`config.mk`:
```
export PLATFORM = sky130hd
export DESIGN_NAME = instr_encoder_flat
export DESIGN_NICKNAME = d
export VERILOG_FILES = /design/src/rtl/instr_encoder_if.sv /design/src/rtl/instr_encoder.sv /design/src/flat_wrapper.sv
export SDC_FILE = /design/constraint.sdc
export NUM_CORES = 1
export LEC_CHECK = 0
export ABC_AREA = 1
export BUFFER_PORTS_ARGS = -buffer_cell sky130_fd_sc_hd__buf_4
export CAP_MARGIN = 20
export CORE_MARGIN = 2
export CORE_UTILIZATION = 50
export DETAILED_ROUTE_END_ITERATION = 12
export PLACE_DENSITY_LB_ADDON = 0.08
export SLEW_MARGIN = 10
export SYNTH_ARGS = -nofsm -noshare
export SYNTH_HDL_FRONTEND = slang
export SYNTH_SLANG_ARGS = --single-unit
```
`constraint.sdc`:
```
create_clock -name clk -period 1.8 [get_ports clk]
set_input_delay 0.27 -clock clk [delete_from_list [all_inputs] [get_ports clk]]
set_output_delay 0.27 -clock clk [all_outputs]
set_load 0.01 [all_outputs]
```
`src/rtl/instr_encoder_if.sv`:
```
// instr_encoder_if: micro-op input channel and instruction-memory write channel
interface instr_encoder_if #(
    parameter int ADDR_W = 32
);
    logic              in_valid;
    logic              in_ready;
    logic [2:0]        kind;
    logic [3:0]        I;
    logic [4:0]        Rs1;
    logic [4:0]        Rs2;
    logic [4:0]        Rd;
    logic [15:0]       Iv;
    logic              i_write_enable;
    logic [ADDR_W-1:0] i_address;
    logic [31:0]       i_data_write;
    logic              i_write_ack;

    modport slave (
        input  in_valid, kind, I, Rs1, Rs2, Rd, Iv, i_write_ack,
        output in_ready, i_write_enable, i_address, i_data_write
    );

    modport master (
        output in_valid, kind, I, Rs1, Rs2, Rd, Iv, i_write_ack,
        input  in_ready, i_write_enable, i_address, i_data_write
    );
endinterface

```
`src/rtl/instr_encoder.sv`:
```
// instr_encoder: packs decoded micro-op fields into DLX words and writes them to instruction memory
module instr_encoder #(
    parameter int ADDR_W = 32,
    parameter int ERR_W  = 8
) (
    input  logic              clk,
    input  logic              reset_n,
    input  logic              start,
    input  logic [ADDR_W-1:0] start_addr,
    input  logic              finish,
    instr_encoder_if.slave    bus,
    output logic              err,
    output logic [ERR_W-1:0]  err_cnt,
    output logic [ADDR_W-1:0] words,
    output logic              done
);
    typedef enum logic [1:0] {IDLE, RUN, DRAIN} state_t;

    state_t            state_q, state_d;
    logic [ADDR_W-1:0] addr_q, addr_d, words_q, words_d;
    logic [ERR_W-1:0]  err_cnt_q, err_cnt_d;
    logic [31:0]       data_q, data_d, word;
    logic              we_q, we_d, err_q, err_d, done_q, done_d;
    logic [5:0]        func, iop;
    logic              alu_ok, legal, ack_ok, accept;

    assign bus.in_ready       = (state_q == RUN) && (!we_q || bus.i_write_ack);
    assign bus.i_write_enable = we_q;
    assign bus.i_address      = addr_q;
    assign bus.i_data_write   = data_q;
    assign err                = err_q;
    assign err_cnt            = err_cnt_q;
    assign words              = words_q;
    assign done               = done_q;
    assign ack_ok             = we_q && bus.i_write_ack;
    assign accept             = bus.in_valid && bus.in_ready;

    // Map the decode-stage ALU op code to R-type func and I-type opcode
    always_comb begin
        func   = 6'h00;
        iop    = 6'h00;
        alu_ok = 1'b1;
        case (bus.I)
            4'd1:    begin func = 6'h20; iop = 6'h08; end
            4'd2:    begin func = 6'h22; iop = 6'h0a; end
            4'd3:    begin func = 6'h24; iop = 6'h0c; end
            4'd4:    begin func = 6'h25; iop = 6'h0d; end
            4'd5:    begin func = 6'h26; iop = 6'h0e; end
            4'd6:    begin func = 6'h04; iop = 6'h14; end
            4'd7:    begin func = 6'h06; iop = 6'h16; end
            4'd14:   begin func = 6'h07; iop = 6'h17; end
            4'd10:   begin func = 6'h28; iop = 6'h18; end
            4'd11:   begin func = 6'h2c; iop = 6'h1c; end
            4'd12:   begin func = 6'h2a; iop = 6'h1a; end
            4'd13:   begin func = 6'h29; iop = 6'h19; end
            default: alu_ok = 1'b0;
        endcase
    end

    // Assemble the instruction word for each kind and flag illegal combinations
    always_comb begin
        legal = (bus.kind <= 3'd1) ? alu_ok :
                (bus.kind == 3'd4) ? (bus.I == 4'd8 || bus.I == 4'd9) : 1'b1;
        case (bus.kind)
            3'd0:    word = {6'h00, bus.Rs1, bus.Rs2, bus.Rd, 5'd0, func};
            3'd1:    word = {iop, bus.Rs1, bus.Rd, bus.Iv};
            3'd2:    word = {6'h23, bus.Rs1, bus.Rd, bus.Iv};
            3'd3:    word = {6'h2b, bus.Rs1, bus.Rs2, bus.Iv};
            3'd4:    word = {(bus.I == 4'd9) ? 6'h05 : 6'h04, bus.Rs1, 5'd0, bus.Iv};
            3'd5:    word = {6'h12, 10'd0, bus.Iv};
            3'd6:    word = {6'h13, 10'd0, bus.Iv};
            default: word = {6'h0f, 5'd0, bus.Rd, bus.Iv};
        endcase
    end

    // Next-state: control FSM, write handshake, address/word/error bookkeeping
    always_comb begin
        state_d   = state_q;
        addr_d    = addr_q;
        words_d   = words_q;
        err_cnt_d = err_cnt_q;
        data_d    = data_q;
        we_d      = we_q;
        err_d     = 1'b0;
        done_d    = 1'b0;
        case (state_q)
            IDLE: if (start) begin
                state_d   = RUN;
                addr_d    = {start_addr[ADDR_W-1:2], 2'b00};
                words_d   = '0;
                err_cnt_d = '0;
            end
            RUN: if (finish) state_d = DRAIN;
            DRAIN: if (!we_q || ack_ok) begin
                done_d  = 1'b1;
                state_d = IDLE;
            end
            default: state_d = IDLE;
        endcase
        if (ack_ok) begin
            addr_d  = addr_q + ADDR_W'(4);
            words_d = words_q + ADDR_W'(1);
            we_d    = 1'b0;
        end
        if (accept && legal) begin
            we_d   = 1'b1;
            data_d = word;
        end
        if (accept && !legal) begin
            err_d     = 1'b1;
            err_cnt_d = (err_cnt_q == '1) ? err_cnt_q : err_cnt_q + ERR_W'(1);
        end
    end

    // State and datapath registers
    always_ff @(posedge clk or negedge reset_n) begin
        if (!reset_n) begin
            state_q   <= IDLE;
            addr_q    <= '0;
            words_q   <= '0;
            err_cnt_q <= '0;
            data_q    <= '0;
            we_q      <= 1'b0;
            err_q     <= 1'b0;
            done_q    <= 1'b0;
        end else begin
            state_q   <= state_d;
            addr_q    <= addr_d;
            words_q   <= words_d;
            err_cnt_q <= err_cnt_d;
            data_q    <= data_d;
            we_q      <= we_d;
            err_q     <= err_d;
            done_q    <= done_d;
        end
    end
endmodule

```
`src/flat_wrapper.sv`:
```
// flat-port wrapper written by rule: the top's interface ports become plain ports
module instr_encoder_flat 
#(
    parameter int ADDR_W = 32,
    parameter int ERR_W  = 8
)
  (clk, reset_n, start, start_addr, finish, err, err_cnt, words, done, bus_in_valid, bus_kind, bus_I, bus_Rs1, bus_Rs2, bus_Rd, bus_Iv, bus_i_write_ack, bus_in_ready, bus_i_write_enable, bus_i_address, bus_i_data_write);
  instr_encoder_if #(.ADDR_W(ADDR_W)) bus_i ();
  input  logic clk;
  input  logic reset_n;
  input  logic start;
  input  logic [ADDR_W-1:0] start_addr;
  input  logic finish;
  output logic err;
  output logic [ERR_W-1:0] err_cnt;
  output logic [ADDR_W-1:0] words;
  output logic done;
  input wire logic [$bits(bus_i.in_valid)-1:0] bus_in_valid;
  input wire logic [$bits(bus_i.kind)-1:0] bus_kind;
  input wire logic [$bits(bus_i.I)-1:0] bus_I;
  input wire logic [$bits(bus_i.Rs1)-1:0] bus_Rs1;
  input wire logic [$bits(bus_i.Rs2)-1:0] bus_Rs2;
  input wire logic [$bits(bus_i.Rd)-1:0] bus_Rd;
  input wire logic [$bits(bus_i.Iv)-1:0] bus_Iv;
  input wire logic [$bits(bus_i.i_write_ack)-1:0] bus_i_write_ack;
  output wire logic [$bits(bus_i.in_ready)-1:0] bus_in_ready;
  output wire logic [$bits(bus_i.i_write_enable)-1:0] bus_i_write_enable;
  output wire logic [$bits(bus_i.i_address)-1:0] bus_i_address;
  output wire logic [$bits(bus_i.i_data_write)-1:0] bus_i_data_write;
  assign bus_i.in_valid = bus_in_valid;
  assign bus_i.kind = bus_kind;
  assign bus_i.I = bus_I;
  assign bus_i.Rs1 = bus_Rs1;
  assign bus_i.Rs2 = bus_Rs2;
  assign bus_i.Rd = bus_Rd;
  assign bus_i.Iv = bus_Iv;
  assign bus_i.i_write_ack = bus_i_write_ack;
  assign bus_in_ready = bus_i.in_ready;
  assign bus_i_write_enable = bus_i.i_write_enable;
  assign bus_i_address = bus_i.i_address;
  assign bus_i_data_write = bus_i.i_data_write;
  instr_encoder #(.ADDR_W(ADDR_W), .ERR_W(ERR_W)) u_core (.clk(clk), .reset_n(reset_n), .start(start), .start_addr(start_addr), .finish(finish), .bus(bus_i), .err(err), .err_cnt(err_cnt), .words(words), .done(done));
endmodule
```
# Yosys cells after proc, flatten, opt, wreduce, memory -nomap -nowiden
# Cells that the tools add are included.
[totals]
ff_bits = 109
out_inout_bits = 108
inputBits = 76
[op_classes]
n_reduce_logical = 21
n_eq_ne = 27
magnitude_cmp = 1
n_mux = 26
add_sub_neg = 3
[op_table]
columns = ["cell", "count"]
rows = [
  ["$pmux 32 s7", 1],
  ["$mux 32", 6],
  ["$pmux 6 s12", 1],
  ["$pmux 5 s12", 1],
  ["$add 32x1->32 const B", 1],
  ["$add 32x3->32 const B", 1],
  ["$mux 8", 4],
  ["$eq 4x4->1 const B", 7],
  ["$eq 4x3->1 const B", 4],
  ["$reduce_or 12->1", 1],
  ["$reduce_bool 2->1", 5],
  ["$eq 3x3->1 const B", 3],
  ["$mux 1", 9],
  ["$add 8x1->8 const B", 1],
  ["$eq 4x2->1 const B", 2],
  ["$eq 8x8->1 const B", 1],
  ["$eq 3x2->1 const B", 2],
  ["$mux 2", 3],
  ["$ne 2x2->1 const B", 3],
  ["$pmux 2 s3", 1],
  ["$reduce_and 3->1", 2],
  ["$logic_and 1x1->1", 5],
  ["$eq 4x1->1 const B", 1],
  ["$eq 3x1->1 const B", 1],
  ["9 further kinds", 12],
]

# Depth between registers and ports, before layout
# Gate-level depths: netlist of the first run.
[logic_depth]
ltp_word = 8
depth_mapped = 10
ltp_nobuf = 10

# Worst setup path after synthesis of the first run
# OpenSTA, ideal clock, no wires.
[synth_timing]
path_kind = "reg2reg"
startpoint = "register u_core.addr_q[2], in the netlist u_core.bus.i_address[2]"
endpoint = "register u_core.addr_q[30], in the netlist u_core.bus.i_address[30]"
stages_incl_launch_ff = 11
slack_ps = 325
t_arrival_ps = 1359
setup_ps = 116
path_cell_list = "dfrtp_1 ha_1 nand2_1 nor2_1 inv_1 nor2_1 nand2_1 nand2_1 nand3_1 nand2_1 nand2_1"
[synth_via]
elab_chain_cells = 2
[synth_lines]
columns = ["element", "line_no", "text"]
rows = [
  ["start, declared", "instr_encoder.sv:20", "logic [ADDR_W-1:0] addr_q, addr_d, words_q, words_d;"],
  ["start signal, assigned", "instr_encoder.sv:128", "addr_q <= addr_d;"],
  ["$add 32x3->32", "instr_encoder.sv:101", "addr_d = addr_q + ADDR_W'(4);"],
  ["$mux 32", "instr_encoder.sv:100", "if (ack_ok) begin"],
]
# Every way passes these cells.
# A chain may end at the register's enable or synchronous reset.

# Worst setup path in the final report of the first run
[layout_timing]
startpoint = "register u_core.addr_q[3], in the netlist u_core.bus.i_address[3]"
endpoint = "register u_core.addr_q[30], in the netlist u_core.bus.i_address[30]"
# The elaborated chain is that of the path after synthesis.

==> flow_metrics.py, run 1 <==
metrics = {
    "power": {
        "internal_power_mw": 5.963,
        "power_density_nw_per_um2": 1147,
        "clkPwrFrac_pct": 21.0,
        "p_leak_nw": 4.313,
        "p_switching_mw": 3.798,
        "power_frac_seq_pct": 39.3,
        "ir_worst_vdd_mv": 0.7270,
        "combPwrFrac_pct": 39.7,
        "netSwitchingFraction_pct": 38.91,
    },
    "route": {
        "drcViolationCount": 0,
        "wl_met3_mm": 1.484,
        "routed_wl_mm": 18.74,
        "met1Wirelength_mm": 8.388,
        "ant_nets": 0,
        "highest_layer": "met4",
        "routedWlPerCell_um": 13.79,
        "firstDrtPassIters": 5,
        "met2_length_mm": 8.539,
        "vias_per_cell": 5.093,
        "drtIter0Drc": 461,
        "via_count": 6922,
    },
    "sta": {
        "setup_tns_ns": 0,
        "period_share_pct": 91.98,
        "timing.fmax_mhz": 604.0,
        "setup_violations": 0,
        "hold_viol_final": 0,
        "rsz0062_at_grt": "false",
        "period_minus_slack_ns": 1.656,
        "finClkSkew_ns": 0.005668,
        "maxSlewViolCount": 0,
    },
    "die": {
        "initial_core_util_pct": 50.59,
        "fp.dieH_um": 119.1,
        "core_region_area_um2": 13090,
        "die_x_um": 119.1,
        "dieArea_um2": 14180,
        "num_io_pins": 184,
        "fp-row-count": 42,
    },
    "critical_path": {
        "cp_data_arrival_time_ns": 1.90,
        "r2r_slack_ns": 0.14,
        "path_cells": "ha_2 > nand2_1 > nor2_1 > inv_1 > nor2_1 > nand2_1 > nand2_1 > nand3_1 > nand2_1 > nand2_1",
        "reg2reg_from": "u_core.bus.i_address[3]",
        "critPathLaunchType": "flop",
        "worst-setup-path-type": "flop to flop",
        "cpMostUsedCell": "nand2_1",
        "worstPathRequired_ns": 2.05,
        "crit_fanout": 6,
        "crit_path_top_delay_cell": "dfrtp_1",
        "worst_path_largest_cell_delay_ns": 0.41,
        "endpoint_kind": "flop",
        "regToRegEndpoint": "u_core.bus.i_address[30]",
        "rr_worst_depth": 10,
    },
    "yosys": {
        "seq_area_frac_synth_pct": 40.45,
        "yosys_warnings": 0,
        "ys.flop_type": "dfrtp_1",
        "ys_ff_latch": 107,
        "yosys.cell_types.count": 40,
        "synth_enable_flop_cells": 0,
        "syn_avg_cell_area_um2": 6.653,
        "async_flop_share_pct": 100.0,
        "synth_area_um2": 6620,
        "syn_inst": 995,
    },
    "global_route": {
        "antenna_found_initial": 0,
        "grt_pass1_wl_mm": 30.89,
        "gr-total-overflow": 0,
        "grt_util_all_layers_pct": 26.94,
        "grt_max_degree": 47,
        "grt_pass1_vias": 6303,
    },
    "clock_tree": {
        "post_cts_buffers": 0,
        "cts_buffer_depth": 2,
        "clkTransAtPathRegs_ns": 0.07,
        "htree_levels": 3,
        "insertion_delay_ns": 0.35,
        "cts_tree": "built",
        "cts_inserted_buffers": 9,
        "cts.sinks": 107,
        "cts_root_buf": "clkbuf_16",
    },
    "cells_and_area": {
        "antenna_cells": 0,
        "area_growth_pct": 28.52,
        "layout_commonest_cell": "nand2_1",
        "nFillCells": 1205,
        "final_layout_size_suffix_gt1_share_pct": 21.72,
        "multi_input_area_um2": 3436,
        "utilization_pct": 65.02,
        "mostFrequentLayoutCells": "404 x nand2_1, 191 x buf_4, 123 x nor2_1",
        "register_area_um2": 2678,
        "finalNetCount": 1257,
    },
    "min_path": {
        "hp-class": "input port to flop",
        "hold_depth": 2,
        "min_to": "u_core.bus.i_write_enable",
        "hold_start": "bus_i_write_ack",
    },
    "run": {
        "cap_violations": 0,
    },
    "place": {
        "portBuffers": 179,
        "place_hpwl_mm": 14.33,
        "gp_congestion": 0.9164,
    },
    "outcome": {
        "run_status": "finished clean",
    },
}
synth_stat cells, types with 4 or more instances:
library cell  number  area (um2)
a21oi_1           12       60.06
buf_2             15       75.07
dfrtp_1          107        2678
inv_1             79       296.5
inv_2             11       41.29
nand2_1          404        1516
nand2_2            7       43.79
nand3_1           95       475.5
nand3_2            4       40.04
nand3b_1           9       67.56
nand4_1            4       25.02
nor2_1           124       465.5
nor2_2             9       56.30
nor3_1             5       25.02
o211ai_1           8       60.06
o21ai_0           40       200.2
o21ai_1           13       65.06
o21ai_2            7       61.31
o22ai_1            6       37.54
xor2_1             4       35.03
metrics by stage:
stage               setup WS, ns  hold WS [ns]  instances  instance area, um2  power [mW]
floorplan                 0.3248      -0.02559        996                6624       5.839
global placement          0.1502        0.1707       1342                8184       7.694
detailed placement        0.1209        0.1650       1342                8184       7.756
CTS                       0.1073        0.1105       1359                8498       9.835
global route            0.004676        0.1116       1359                8508       10.45
finish                    0.1444        0.1172       1359                8508       9.761
kinds of logic (layout without fill, tap and decap cells):
group / Yosys count / after routing / share of synthesized area [%]
compound gates: 95 / 95 / 8.392
xor+xnor: 4 / 4 / 0.5291
fa+ha+maj: 3 / 3 / 0.5671
buf+inv: 117 / 304 / 7.862
flops: 107 / 107 / 40.45
other cells: 1 / 2 / 0.05665
simple gates: 668 / 668 / 42.15
layout make-up:
| type | count | area share [%] |
|---|---|---|
| multi-input combinational | 772 | 40.38 |
| sequential | 107 | 31.47 |
| timing repair buffer | 196 | 17.91 |
| inverter | 92 | 4.074 |
| clock buffer | 11 | 2.853 |
| tap | 176 | 2.588 |
| clock inverter | 5 | 0.7206 |
critical path: cells and delay by family (launching register included):
kind / cells / cell delay [ns]
DFF: 1 / 0.41
buffers and inverters: 1 / 0.10
and+or+nand+nor: 8 / 0.78
adders and majority gates: 1 / 0.27
worst max-delay path by stage:
stage	from	endpoint	slack, ns	depth (start not counted)
2_1_floorplan	u_core.bus.i_address[2]	u_core.bus.i_address[30]	0.32	10
3_3_place_gp	u_core.bus.i_address[3]	u_core.bus.i_address[30]	0.15	10
3_5_place_dp	u_core.bus.i_address[3]	u_core.bus.i_address[30]	0.12	10
4_1_cts	u_core.bus.i_address[3]	u_core.bus.i_address[30]	0.11	10
5_1_grt	u_core.words[0]	u_core.words[30]	0.005	10
6_report	u_core.bus.i_address[3]	u_core.bus.i_address[30]	0.14	10
state kept, by name, summed over array words and instances, names as in the netlist:
register	count
u_core.bus.i_write_enable	1
u_core.err	1
u_core.bus.i_data_write	32
u_core.err_cnt	8
u_core.words	32
u_core.done	1
u_core.bus.i_address	30
u_core.state_q	2
per-layer routing:
layer / vias to the layer above / global-route usage [%]
met3: 21 / 6.034
met4: 0 / 8.259
met1: 3168 / 37.26
met5: - / 0
li1: 3517 / -
met2: 216 / 42.35
power groups by stage:
stage / logic [mW] / registers [mW] / clock network (mW)
2_1_floorplan: 1.81 / 4.03 / 0
3_3_place_gp: 3.83 / 3.86 / 0
3_5_place_dp: 3.90 / 3.86 / 0
4_1_cts: 3.91 / 3.83 / 2.10
5_1_grt: 4.30 / 3.95 / 2.20
6_report: 3.87 / 3.84 / 2.05
what timing repair did:
action	in CTS	in global routing
setup endpoints to repair	0	4
hold buffers	1	0
hold endpoints to repair	16	0
gates resized for setup	0	3
No activity file was read; power rests on OpenSTA's default activity.
==> run 2: changes to the inputs <==
--- a/config.mk
+++ b/config.mk
@@ -12,6 +12,7 @@
 export CORE_UTILIZATION = 50
 export DETAILED_ROUTE_END_ITERATION = 12
 export PLACE_DENSITY_LB_ADDON = 0.08
+export RECOVER_POWER = 50
 export SLEW_MARGIN = 10
 export SYNTH_ARGS = -nofsm -noshare
 export SYNTH_HDL_FRONTEND = slang
==> flow_metrics.py, run 2 (synthesized netlist as in run 1, its figures left out) <==
metrics = {
    "sta": {
        "slew_headroom_pct": 24.59,
        "tightest_slew_ns": 1.131,
        "period_share_pct": 91.61,
        "rsz0062_at_grt": "false",
        "maxSlewViolCount": 0,
        "timing.fmax_mhz": 606.5,
        "hold_viol_final": 0,
        "period_minus_slack_ns": 1.649,
        "finClkSkew_ns": 0.006103,
        "fin_ws_ns": 0.1511,
        "setup_violations": 0,
        "whs_ns": 0.1112,
        "setup_tns_ns": 0,
    },
    "power": {
        "combPwrFrac_pct": 37.8,
        "power_frac_seq_pct": 40.6,
        "internal_power_mw": 5.662,
        "netSwitchingFraction_pct": 40.07,
        "ir_worst_vdd_mv": 0.6340,
        "p_leak_nw": 4.111,
        "p_switching_mw": 3.785,
        "power_density_nw_per_um2": 1136,
        "clkPwrFrac_pct": 21.7,
        "power_mw": 9.447,
    },
    "die": {
        "core_region_area_um2": 13090,
        "initial_core_util_pct": 50.59,
        "dieArea_um2": 14180,
        "fp.dieH_um": 119.1,
        "die_x_um": 119.1,
        "fp-row-count": 42,
        "num_io_pins": 184,
    },
    "cells_and_area": {
        "layout_commonest_cell": "nand2_1",
        "utilization_pct": 63.54,
        "area_growth_pct": 25.59,
        "final_layout_size_suffix_gt1_share_pct": 17.33,
        "nFillCells": 1259,
        "design_area_um2": 8314,
        "antenna_cells": 0,
        "final_cells": 1359,
        "mostFrequentLayoutCells": "404 x nand2_1, 140 x buf_4, 124 x nor2_1",
        "finalNetCount": 1257,
    },
    "critical_path": {
        "rr_worst_depth": 10,
        "cpMostUsedCell": "nand2_1",
        "worstSetupEndpoint": "u_core.bus.i_address[30]",
        "reg2reg_from": "u_core.bus.i_address[3]",
        "endpoint_kind": "flop",
        "critPathLaunchType": "flop",
        "path_cells": "ha_2 > nand2_1 > nor2_1 > inv_1 > nor2_1 > nand2_1 > nand2_1 > nand3_1 > nand2_1 > nand2_1",
        "worstPathRequired_ns": 2.05,
        "regToRegEndpoint": "u_core.bus.i_address[30]",
        "worst-setup-path-type": "flop to flop",
        "worst_path_largest_cell_delay_ns": 0.41,
        "cp_data_arrival_time_ns": 1.89,
        "timing.critical_path.from": "u_core.bus.i_address[3]",
        "r2r_slack_ns": 0.15,
        "crit_path_top_delay_cell": "dfrtp_1",
        "crit_fanout": 6,
    },
    "place": {
        "dp.cells": 1342,
        "gp_congestion": 0.9164,
        "portBuffers": 179,
        "postPlaceCellArea_um2": 8184,
        "pre_cts_slack_ns": 0.1209,
        "place_hpwl_mm": 14.33,
    },
    "global_route": {
        "gr-total-overflow": 0,
        "grt_max_degree": 47,
        "grt_pass1_vias": 6303,
        "grt_util_all_layers_pct": 26.94,
        "antenna_found_initial": 0,
        "grt_pass1_wl_mm": 30.89,
    },
    "clock_tree": {
        "post_cts_buffers": 0,
        "clkTransAtPathRegs_ns": 0.07,
        "cts_buffer_depth": 2,
        "cts.sinks": 107,
        "insertion_delay_ns": 0.35,
        "htree_levels": 3,
        "cts_root_buf": "clkbuf_16",
        "cts_tree": "built",
        "cts_inserted_buffers": 9,
    },
    "outcome": {
        "run_status": "finished clean",
    },
    "route": {
        "vias_per_cell": 5.117,
        "ant_nets": 0,
        "drtIter0Drc": 456,
        "firstDrtPassIters": 5,
        "drcViolationCount": 0,
        "via_count": 6954,
        "routedWlPerCell_um": 13.74,
        "routed_wl_mm": 18.68,
    },
    "min_path": {
        "hp-class": "input port to flop",
    },
    "run": {
        "cap_violations": 0,
    },
}
## run 2: cell count changes in the layout (fill, tap and decap cells not counted)
cell / delta
nor2_2: -1
buf_4: -51
clkbuf_1: +51
nor2_1: +1
## run 2: worst min path at each step
stage | from | end | slack (ns) | cells past startpoint
2_1_floorplan | reset_n | u_core.bus.i_address[10] | -0.03 | 0
3_3_place_gp | reset_n | u_core.bus.i_address[24] | 0.17 | 1
3_5_place_dp | reset_n | u_core.bus.i_address[24] | 0.17 | 1
4_1_cts | bus_i_write_ack | u_core.bus.i_write_enable | 0.11 | 2
5_1_grt | finish | u_core.state_q[0] | 0.11 | 2
6_report | bus_i_write_ack | u_core.bus.i_write_enable | 0.11 | 2
## run 2: cell type report
class	count	area, um2	share of cell area, %
tap	176	220.2	2.649
clock inverter	5	61.31	0.7374
sequential	107	2678	32.20
clock buffer	11	242.7	2.919
timing repair buffer	196	1333	16.03
multi-input combinational	772	3433	41.29
inverter	92	346.6	4.169
## run 2: timing repair
| item | CTS | global route |
|---|---|---|
| endpoints found under the setup margin | 0 | 4 |
| hold endpoints to repair | 16 | 0 |
| hold buffers | 1 | 0 |
| gates resized for setup | 0 | 3 |
## run 2: power groups by stage
| stage | clock network, mW | registers, mW | logic, mW |
|---|---|---|---|
| finish | 2.05 | 3.83 | 3.57 |
| global route | 2.20 | 3.94 | 4.00 |
| CTS | 2.10 | 3.83 | 3.91 |
| detailed placement | 0 | 3.86 | 3.90 |
| global placement | 0 | 3.86 | 3.83 |
| floorplan | 0 | 4.03 | 1.81 |
## run 2: critical path, delay by kind of cell, from the launching register on
family | cells | cell delay (ns)
adder cells (fa/ha/maj) | 1 | 0.27
buffers and inverters | 1 | 0.10
flip-flops | 1 | 0.41
AND/OR/NAND/NOR | 8 | 0.77
## run 2: per-layer routing
metal	up-vias	GRT usage (%)	part of all wire [%]
li1	3522	-	-
met1	3186	37.26	45
met2	224	42.35	46
met3	22	6.034	7.7
met4	0	8.259	1.8
met5	-	0	0
==> run 3: changes to the inputs <==
--- a/config.mk
+++ b/config.mk
@@ -11,7 +11,7 @@
 export CORE_MARGIN = 2
 export CORE_UTILIZATION = 50
 export DETAILED_ROUTE_END_ITERATION = 12
-export PLACE_DENSITY_LB_ADDON = 0.08
+export PLACE_DENSITY = 0.8
 export RECOVER_POWER = 50
 export SLEW_MARGIN = 10
 export SYNTH_ARGS = -nofsm -noshare
==> flow_metrics.py, run 3 (synthesized netlist as in run 1, its figures left out) <==
metrics = {
    "sta": {
        "maxSlewViolCount": 0,
        "period_minus_slack_ns": 1.627,
        "timing.fmax_mhz": 614.7,
        "setup_violations": 0,
        "setup_tns_ns": 0,
        "finClkSkew_ns": 0.007907,
        "tightest_slew_ns": 0.6485,
        "hold_viol_final": 0,
        "slew_headroom_pct": 56.77,
        "period_share_pct": 90.37,
        "rsz0062_at_grt": "false",
    },
    "critical_path": {
        "worst_path_largest_cell_delay_ns": 0.42,
        "path_depth": 8,
        "cp_data_arrival_time_ns": 1.88,
        "timing.critical_path.buf_inv": 0,
        "cpMostUsedCell": "nand2_1",
        "path_cells": "ha_1 > nand3_1 > nor2_2 > nand4_1 > nand3_4 > nand2_2 > nand2_1 > nand2_1",
        "worstPathRequired_ns": 2.05,
        "worst-setup-path-type": "flop to flop",
        "endpoint_kind": "flop",
        "crit_fanout": 9,
        "worst_path_dominant_cell_family": "simple AND/OR/NAND/NOR gates",
        "critPathLaunchType": "flop",
        "crit_path_top_delay_cell": "dfrtp_1",
        "rr_worst_depth": 8,
    },
    "global_route": {
        "grt_pass1_vias": 6511,
        "grt_pass1_wl_mm": 31.06,
        "antenna_found_initial": 0,
        "grt_util_all_layers_pct": 27.08,
        "grt_max_degree": 39,
        "gr-total-overflow": 0,
    },
    "cells_and_area": {
        "finalNetCount": 1260,
        "layout_commonest_cell": "nand2_1",
        "utilization_pct": 63.75,
        "antenna_cells": 0,
        "final_layout_size_suffix_gt1_share_pct": 17.54,
        "area_growth_pct": 26.01,
        "nFillCells": 1238,
        "mostFrequentLayoutCells": "404 x nand2_1, 139 x buf_4, 125 x nor2_1",
    },
    "outcome": {
        "run_status": "finished clean",
    },
    "clock_tree": {
        "cts_tree": "built",
        "cts_buffer_depth": 2,
        "insertion_delay_ns": 0.36,
        "cts_root_buf": "clkbuf_16",
        "cts_inserted_buffers": 9,
        "clkTransAtPathRegs_ns": 0.07,
        "cts.sinks": 107,
        "htree_levels": 3,
    },
    "route": {
        "drcViolationCount": 0,
        "drtIter0Drc": 528,
        "routed_wl_mm": 18.76,
        "routedWlPerCell_um": 13.77,
        "ant_nets": 0,
        "via_count": 6982,
        "vias_per_cell": 5.126,
        "firstDrtPassIters": 5,
    },
    "power": {
        "ir_worst_vdd_mv": 0.6687,
        "p_switching_mw": 3.860,
        "internal_power_mw": 5.683,
        "power_density_nw_per_um2": 1144,
        "combPwrFrac_pct": 38.4,
        "power_frac_seq_pct": 40.0,
        "clkPwrFrac_pct": 21.6,
        "netSwitchingFraction_pct": 40.45,
        "p_leak_nw": 4.120,
    },
    "place": {
        "portBuffers": 179,
        "place_hpwl_mm": 14.40,
        "gp_congestion": 0.9266,
    },
    "die": {
        "die_x_um": 119.1,
        "initial_core_util_pct": 50.59,
        "num_io_pins": 184,
        "dieArea_um2": 14180,
        "fp.dieH_um": 119.1,
        "core_region_area_um2": 13090,
        "fp-row-count": 42,
    },
    "min_path": {
        "hold_depth": 2,
        "hp-class": "input port to flop",
    },
    "run": {
        "cap_violations": 0,
    },
}
==> run 3: routing by layer <==
metal	up-vias	global-route usage [%]	routed length, um
met5	-	0	0
met4	0	9.821	325
met1	3228	35.95	8282
li1	3516	-	-
met2	216	44.07	8849
met3	22	5.364	1302
==> run 3: final timing paths <==
check | start | endpoint | slack [ns]
min in group asynchronous | reset_n | u_core.bus.i_address[28] | 0.47
max in group asynchronous | reset_n | u_core.bus.i_data_write[29] | 0.29
max reg2reg | u_core.err_cnt[0] | u_core.err_cnt[3] | 0.17
min reg2reg | u_core.bus.i_data_write[13] | u_core.bus.i_data_write[13] | 0.48
min | bus_i_write_ack | u_core.bus.i_write_enable | 0.10
max | u_core.err_cnt[0] | u_core.err_cnt[3] | 0.17
==> run 3: cell type report <==
| cell class | instances | area (um2) | share of cell area [%] |
|---|---|---|---|
| Timing Repair Buffer | 199 | 1350 | 16.18 |
| Multi-Input combinational cell | 772 | 3438 | 41.22 |
| Inverter | 92 | 346.6 | 4.155 |
| Tap cell | 176 | 220.2 | 2.640 |
| Clock inverter | 7 | 83.83 | 1.005 |
| Sequential cell | 107 | 2678 | 32.10 |
| Clock buffer | 9 | 225.2 | 2.700 |
==> run 3: through the flow <==
| stage | worst slack [ns] | instance area (um2) | instances | hold WS [ns] | power (mW) |
|---|---|---|---|---|---|
| 4_1_cts | 0.1622 | 8536 | 1360 | 0.1027 | 9.901 |
| 5_1_grt | 0.0007661 | 8342 | 1362 | 0.1247 | 10.22 |
| 2_1_floorplan | 0.3248 | 6624 | 996 | -0.02559 | 5.839 |
| 3_5_place_dp | 0.1826 | 8217 | 1343 | 0.2107 | 7.821 |
| 6_report | 0.1733 | 8342 | 1362 | 0.1012 | 9.543 |
| 3_3_place_gp | 0.2260 | 8217 | 1343 | 0.2131 | 7.722 |
==> run 3: power groups by stage <==
stage / Clock [mW] / Combinational (mW) / Sequential, mW
detailed placement: 0 / 3.99 / 3.83
global route: 2.24 / 4.08 / 3.91
CTS: 2.10 / 4.00 / 3.80
finish: 2.06 / 3.66 / 3.82
floorplan: 0 / 1.81 / 4.03
global placement: 0 / 3.90 / 3.82
==> run 3: timing repair <==
| item | 4_1_cts | 5_1_grt |
|---|---|---|
| hold buffers | 1 | 0 |
| resized for setup | 0 | 3 |
| setup endpoints to repair | 0 | 5 |
| buffers inserted | 0 | 2 |
| endpoints found under the hold margin | 23 | 0 |
